--- config.mk ---
export PLATFORM = sky130hd
export DESIGN_NAME = uart_read
export DESIGN_NICKNAME = d
export VERILOG_FILES = /design/src/rtl/uart_pkg.sv /design/src/rtl/uart_sync2.sv /design/src/rtl/uart_read.sv
export SDC_FILE = /design/constraint.sdc
export NUM_CORES = 1
export LEC_CHECK = 0
export ABC_AREA = 1
export CORE_MARGIN = 1.5
export CORE_UTILIZATION = 65
export CTS_BUF_LIST = sky130_fd_sc_hd__clkbuf_4
export CTS_CLUSTER_SIZE = 8
export DETAILED_ROUTE_END_ITERATION = 6
export DONT_BUFFER_PORTS = 1
export PLACE_DENSITY = 0.81
export SYNTH_ARGS = -nofsm -noshare
export SYNTH_HDL_FRONTEND = slang
export SYNTH_SLANG_ARGS = --single-unit
--- constraint.sdc ---
create_clock -name clock_50mhz -period 1.6 [get_ports clock_50mhz]
set_clock_uncertainty 0.1 [all_clocks]
set_input_delay 0.24 -clock clock_50mhz [delete_from_list [all_inputs] [get_ports clock_50mhz]]
set_output_delay 0.24 -clock clock_50mhz [all_outputs]
set_load 0.02 [all_outputs]
--- src/rtl/uart_pkg.sv ---
// Shared UART constants and receiver state encoding.
//   CLK_HZ   : system clock frequency in Hz
//   BAUD     : line bit rate (also used by the transmitter)
//   BIT_CYC  : clocks per bit, truncated
//   HALF_CYC : clocks per half bit
//   rx_state_e : receiver FSM states
package uart_pkg;

   localparam int unsigned CLK_HZ   = 50_000_000;
   localparam int unsigned BAUD     = 115_200;
   localparam int unsigned BIT_CYC  = CLK_HZ / BAUD;
   localparam int unsigned HALF_CYC = BIT_CYC / 2;

   typedef enum logic [2:0] {
      RX_IDLE,
      RX_START,
      RX_DATA,
      RX_STOP,
      RX_WAIT_IDLE
   } rx_state_e;

endpackage

--- src/rtl/uart_sync2.sv ---
// Two-flop synchronizer for an asynchronous single-bit input.
// Resets to 1 so an idle-high serial line reads as idle.
//   clk_i : system clock
//   rst_i : synchronous active-high reset
//   d_i   : asynchronous input
//   q_o   : synchronized output
module uart_sync2 (
   input  logic clk_i,
   input  logic rst_i,
   input  logic d_i,
   output logic q_o
);

   logic meta_q;
   logic sync_q;

   always_ff @(posedge clk_i) begin
      if (rst_i) begin
         meta_q <= 1'b1;
         sync_q <= 1'b1;
      end else begin
         meta_q <= d_i;
         sync_q <= meta_q;
      end
   end

   assign q_o = sync_q;

endmodule

--- src/rtl/uart_read.sv ---
// UART receiver, 8N1, LSB first, mid-bit sampling.
//   clock_50mhz : system clock, rising edge
//   reset       : synchronous active-high reset
//   rx_pin      : asynchronous serial input, idle high
//   data        : last correctly framed byte, held until the next good frame
//   done        : one-cycle pulse, data updated this cycle
//   frame_err   : one-cycle pulse, stop bit sampled low
//   busy        : high while a frame is being received
module uart_read #(
   parameter int unsigned CLK_HZ = uart_pkg::CLK_HZ,
   parameter int unsigned BAUD   = uart_pkg::BAUD
) (
   input  logic       clock_50mhz,
   input  logic       reset,
   input  logic       rx_pin,
   output logic [7:0] data,
   output logic       done,
   output logic       frame_err,
   output logic       busy
);

   import uart_pkg::*;

   localparam int unsigned RX_BIT_CYC  = CLK_HZ / BAUD;
   localparam int unsigned RX_HALF_CYC = RX_BIT_CYC / 2;
   localparam int unsigned CNT_W       = $clog2(RX_BIT_CYC);

   localparam logic [CNT_W-1:0] BIT_LAST  = CNT_W'(RX_BIT_CYC - 1);
   localparam logic [CNT_W-1:0] HALF_LAST = CNT_W'(RX_HALF_CYC - 1);

   logic rx_s;

   rx_state_e        state_q, state_d;
   logic [CNT_W-1:0] cnt_q,   cnt_d;
   logic [2:0]       idx_q,   idx_d;
   logic [7:0]       shift_q, shift_d;
   logic [7:0]       data_q,  data_d;
   logic             done_q,  done_d;
   logic             ferr_q,  ferr_d;
   logic             busy_q,  busy_d;

   uart_sync2 u_sync (
      .clk_i (clock_50mhz),
      .rst_i (reset),
      .d_i   (rx_pin),
      .q_o   (rx_s)
   );

   always_ff @(posedge clock_50mhz) begin
      if (reset) begin
         state_q <= RX_IDLE;
         cnt_q   <= '0;
         idx_q   <= '0;
         shift_q <= '0;
         data_q  <= '0;
         done_q  <= 1'b0;
         ferr_q  <= 1'b0;
         busy_q  <= 1'b0;
      end else begin
         state_q <= state_d;
         cnt_q   <= cnt_d;
         idx_q   <= idx_d;
         shift_q <= shift_d;
         data_q  <= data_d;
         done_q  <= done_d;
         ferr_q  <= ferr_d;
         busy_q  <= busy_d;
      end
   end

   always_comb begin
      state_d = state_q;
      cnt_d   = cnt_q + 1'b1;
      idx_d   = idx_q;
      shift_d = shift_q;
      data_d  = data_q;
      done_d  = 1'b0;
      ferr_d  = 1'b0;

      unique case (state_q)
         RX_IDLE: begin
            cnt_d = '0;
            if (!rx_s) state_d = RX_START;
         end
         RX_START: begin
            if (cnt_q == HALF_LAST) begin
               // Line back high at mid start bit: treat as a glitch.
               state_d = rx_s ? RX_IDLE : RX_DATA;
               idx_d   = '0;
            end
         end
         RX_DATA: begin
            if (cnt_q == BIT_LAST) begin
               shift_d[idx_q] = rx_s;
               // Restart the bit timer for the next data bit within DATA.
               cnt_d          = '0;
               if (idx_q == 3'd7) state_d = RX_STOP;
               else               idx_d   = idx_q + 3'd1;
            end
         end
         RX_STOP: begin
            if (cnt_q == BIT_LAST) begin
               if (rx_s) begin
                  data_d  = shift_q;
                  done_d  = 1'b1;
                  state_d = RX_IDLE;
               end else begin
                  ferr_d  = 1'b1;
                  state_d = RX_WAIT_IDLE;
               end
            end
         end
         RX_WAIT_IDLE: begin
            cnt_d = '0;
            if (rx_s) state_d = RX_IDLE;
         end
         default: state_d = RX_IDLE;
      endcase

      if (state_d != state_q) cnt_d = '0;

      // busy drops together with the done/frame_err pulse or on glitch rejection.
      busy_d = (state_d == RX_START) || (state_d == RX_DATA) || (state_d == RX_STOP);
   end

   assign data      = data_q;
   assign done      = done_q;
   assign frame_err = ferr_q;
   assign busy      = busy_q;

endmodule

==> flow_summary.ini <==
[power_and_ir_drop]
worst_ir_drop_vdd_uv = 854
power_density_nw_per_um2 = 763
power.leakage_nw = 1.01

[sta]
setup_violations = 0
hold_viol_final = 0
layout_min_cycle_time_ns = 1.58
hold_slack_ns = 0.0901
period_share_pct = 98.9
slew_headroom_pct = 62.2
grt_setup_unrepaired = yes
fmax_mhz = 632
layout_setup_ws_ns = 0.0182
final_max_slew_viol_count = 0
max_slew.worst_pin.slew_ns = 0.564

[critical_path]
start_kind = flip-flop
worstPathMaxFanout = 5
arrival_ns = 1.73
r2r-start = cnt_q[1]
path_class = flip-flop to flip-flop
cp-end-kind = flip-flop
crit_required_ns = 1.75
crit_start = cnt_q[1]

[detailed_routing]
firstDrtPassIters = 4
num_vias = 1628
antenna_left = 0
viasPerCell = 5.56
wl_per_cell_um = 13.4
drc_errors = 0
drt_wl_total_um = 3920
drtIter0Drc = 65

[place]
place_ws_ns = -0.0327
dpl.hpwl_um = 2380
gp_congestion = 0.973
port_buffers = 0

[floorplanning]
die_width_um = 56.6
ioPinCount = 14
initial_core_util_pct = 68.4
dieArea_um2 = 3210
core_region_area_um2 = 2730
num_rows = 19
die_y_um = 56.6

[global_routing]
antenna_found_initial = 0
grt_pass1_vias = 1471
grt_max_degree = 15
overflow = 0
grt_pass1_wl_um = 6200
gr-usage-all-layers_pct = 25.4

[synthesis]
ys_seq_elements = 36
ys.flop_type = dfxtp_1
synthTopCellsByCount = nand2_1 (49), dfxtp_1 (36), nor2_1 (32)
synth_area_per_cell_um2 = 7.66
synth_cell_type_count = 31
syn_area_um2 = 1870
syn_inst = 244
async_reset_ff_share_pct = 0
yosysWarnings = 0
synth_edf_count = 0
synth_top_area_cell = dfxtp_1
synth_fp_nets = 252
synthMostInstantiatedCell = nand2_1
synth-seq-area-share_pct = 38.6
synth_area_leaders = dfxtp_1 (39%), nand2_1 (9.8%), nor2_1 (6.4%)
yosysTopAreaCellShare_pct = 38.6

[clock_tree]
clock_latency_ns = 0.35
clk_transition_reported_paths_ns = 0.11
cts_max_path_buffers = 2
htreeDepth = 2
root_buffer = clkbuf_4
clock_sinks = 36
numCtsBuffers = 5
cts_tree = done

[layout]
syn_to_final_growth_pct = 15.4
multi_input_area_um2 = 1050
fin_nets = 269
layout-drive-gt1-share_pct = 30.9
ff_latch_area_um2 = 734
fillers = 192
n_antenna_cell = 0

[flow_run]
maxCapViolCount = 0

[hold_path]
hp-start = reset
hold_class = input pin to flip-flop

[outcome]
status = complete, no violations
==> registers in the layout, summed over array words and instances, names as in the netlist, 3 cells and up <==
register  flops
shift_q       8
idx_q         3
data          8
state_q       3
cnt_q         9
==> stage by stage <==
step,util [%],std cells,TNS (ns),instance area [um2],power [mW]
CTS,76.1,291,-0.0177,2080,1.64
finish,78.9,293,0,2160,1.64
floorplan,-,244,0,1870,0.975
detailed placement,70.2,276,-0.0796,1920,0.988
global placement,70.2,276,0,1920,0.987
global route,78.9,293,-0.242,2160,1.69
==> power by group <==
part | switching (mW) | internal [mW]
Sequential | 0.00644 | 0.901
Combinational | 0.0550 | 0.0264
Clock | 0.331 | 0.325
==> metal layers <==
| layer | track usage (%) | wire, um | up-vias |
|---|---|---|---|
| li1 | - | - | 816 |
| met4 | 12.9 | 117 | 0 |
| met1 | 32.4 | 1710 | 743 |
| met3 | 6.91 | 232 | 14 |
| met2 | 39.4 | 1860 | 55 |
| met5 | 0 | 0 | - |
==> layout by cell type, fill, tap and decap left out, types with 3 or more instances in the layout <==
| master | Yosys | routed |
|---|---|---|
| nand2_1 | 49 | 46 |
| nor2_1 | 32 | 29 |
| dfxtp_1 | 36 | 27 |
| inv_1 | 29 | 25 |
| a21oi_1 | 11 | 11 |
| nand2_2 | 8 | 10 |
| inv_2 | 5 | 9 |
| nor3_1 | 12 | 8 |
| nand3_1 | 8 | 8 |
| o21ai_0 | 8 | 8 |
| dfxtp_2 | 0 | 8 |
| buf_4 | 0 | 8 |
| nand4_1 | 7 | 7 |
| clkbuf_4 | 0 | 5 |
| nand2_4 | 3 | 4 |
| nor2_2 | 2 | 4 |
| nor3_2 | 0 | 4 |
| nor3b_2 | 4 | 4 |
| nor2_4 | 1 | 3 |
| nor2_8 | 3 | 3 |
| xor2_1 | 3 | 3 |
| o21ai_2 | 2 | 3 |
| ha_1 | 5 | 3 |
==> critical path: stages, from the launching register on <==
cell and delay (ns):
dfxtp_2 0.34, inv_2 0.07, ha_4 0.13, nand2_1 0.06, nor2_2 0.10, nand2_2 0.11, nand2_1 0.11, nand2_2 0.10
o21ai_4 0.28, nor3_1 0.07
==> cell families after synthesis <==
family,Yosys count,share of synthesized area [%]
compound gates,27,8.90
xor+xnor,3,1.41
fa+ha+maj,5,3.35
buf+inv,39,9.37
flops,36,38.6
simple gates,134,38.4
==> cell type report <==
type	instances	area share (%)
clock buffers	5	1.74
flip-flops and latches	36	34.0
clock inverters	3	1.97
multi-input cells	171	48.8
well taps	31	1.80
inverters	34	5.92
repair buffers	13	5.68
==> repair_timing <==
item / 4_1_cts / 5_1_grt
endpoints found under the setup margin: 9 / 29
gates resized for setup: 8 / 24
endpoints found under the hold margin: 14 / 0
gates cloned: 1 / 1
hold buffers: 2 / 0
pin swaps: 2 / 4
buffers inserted: 4 / 1
==> path summary, 6_finish.rpt <==
kind,end,slack (ns),depth (start not counted)
worst max register to register,cnt_q[4],0.02,9
worst max-delay path,cnt_q[4],0.02,9
worst min-delay path,cnt_q[3],0.09,4
worst min register to register,u_sync.q_o,0.33,1
(Power assumes the default switching activity.)
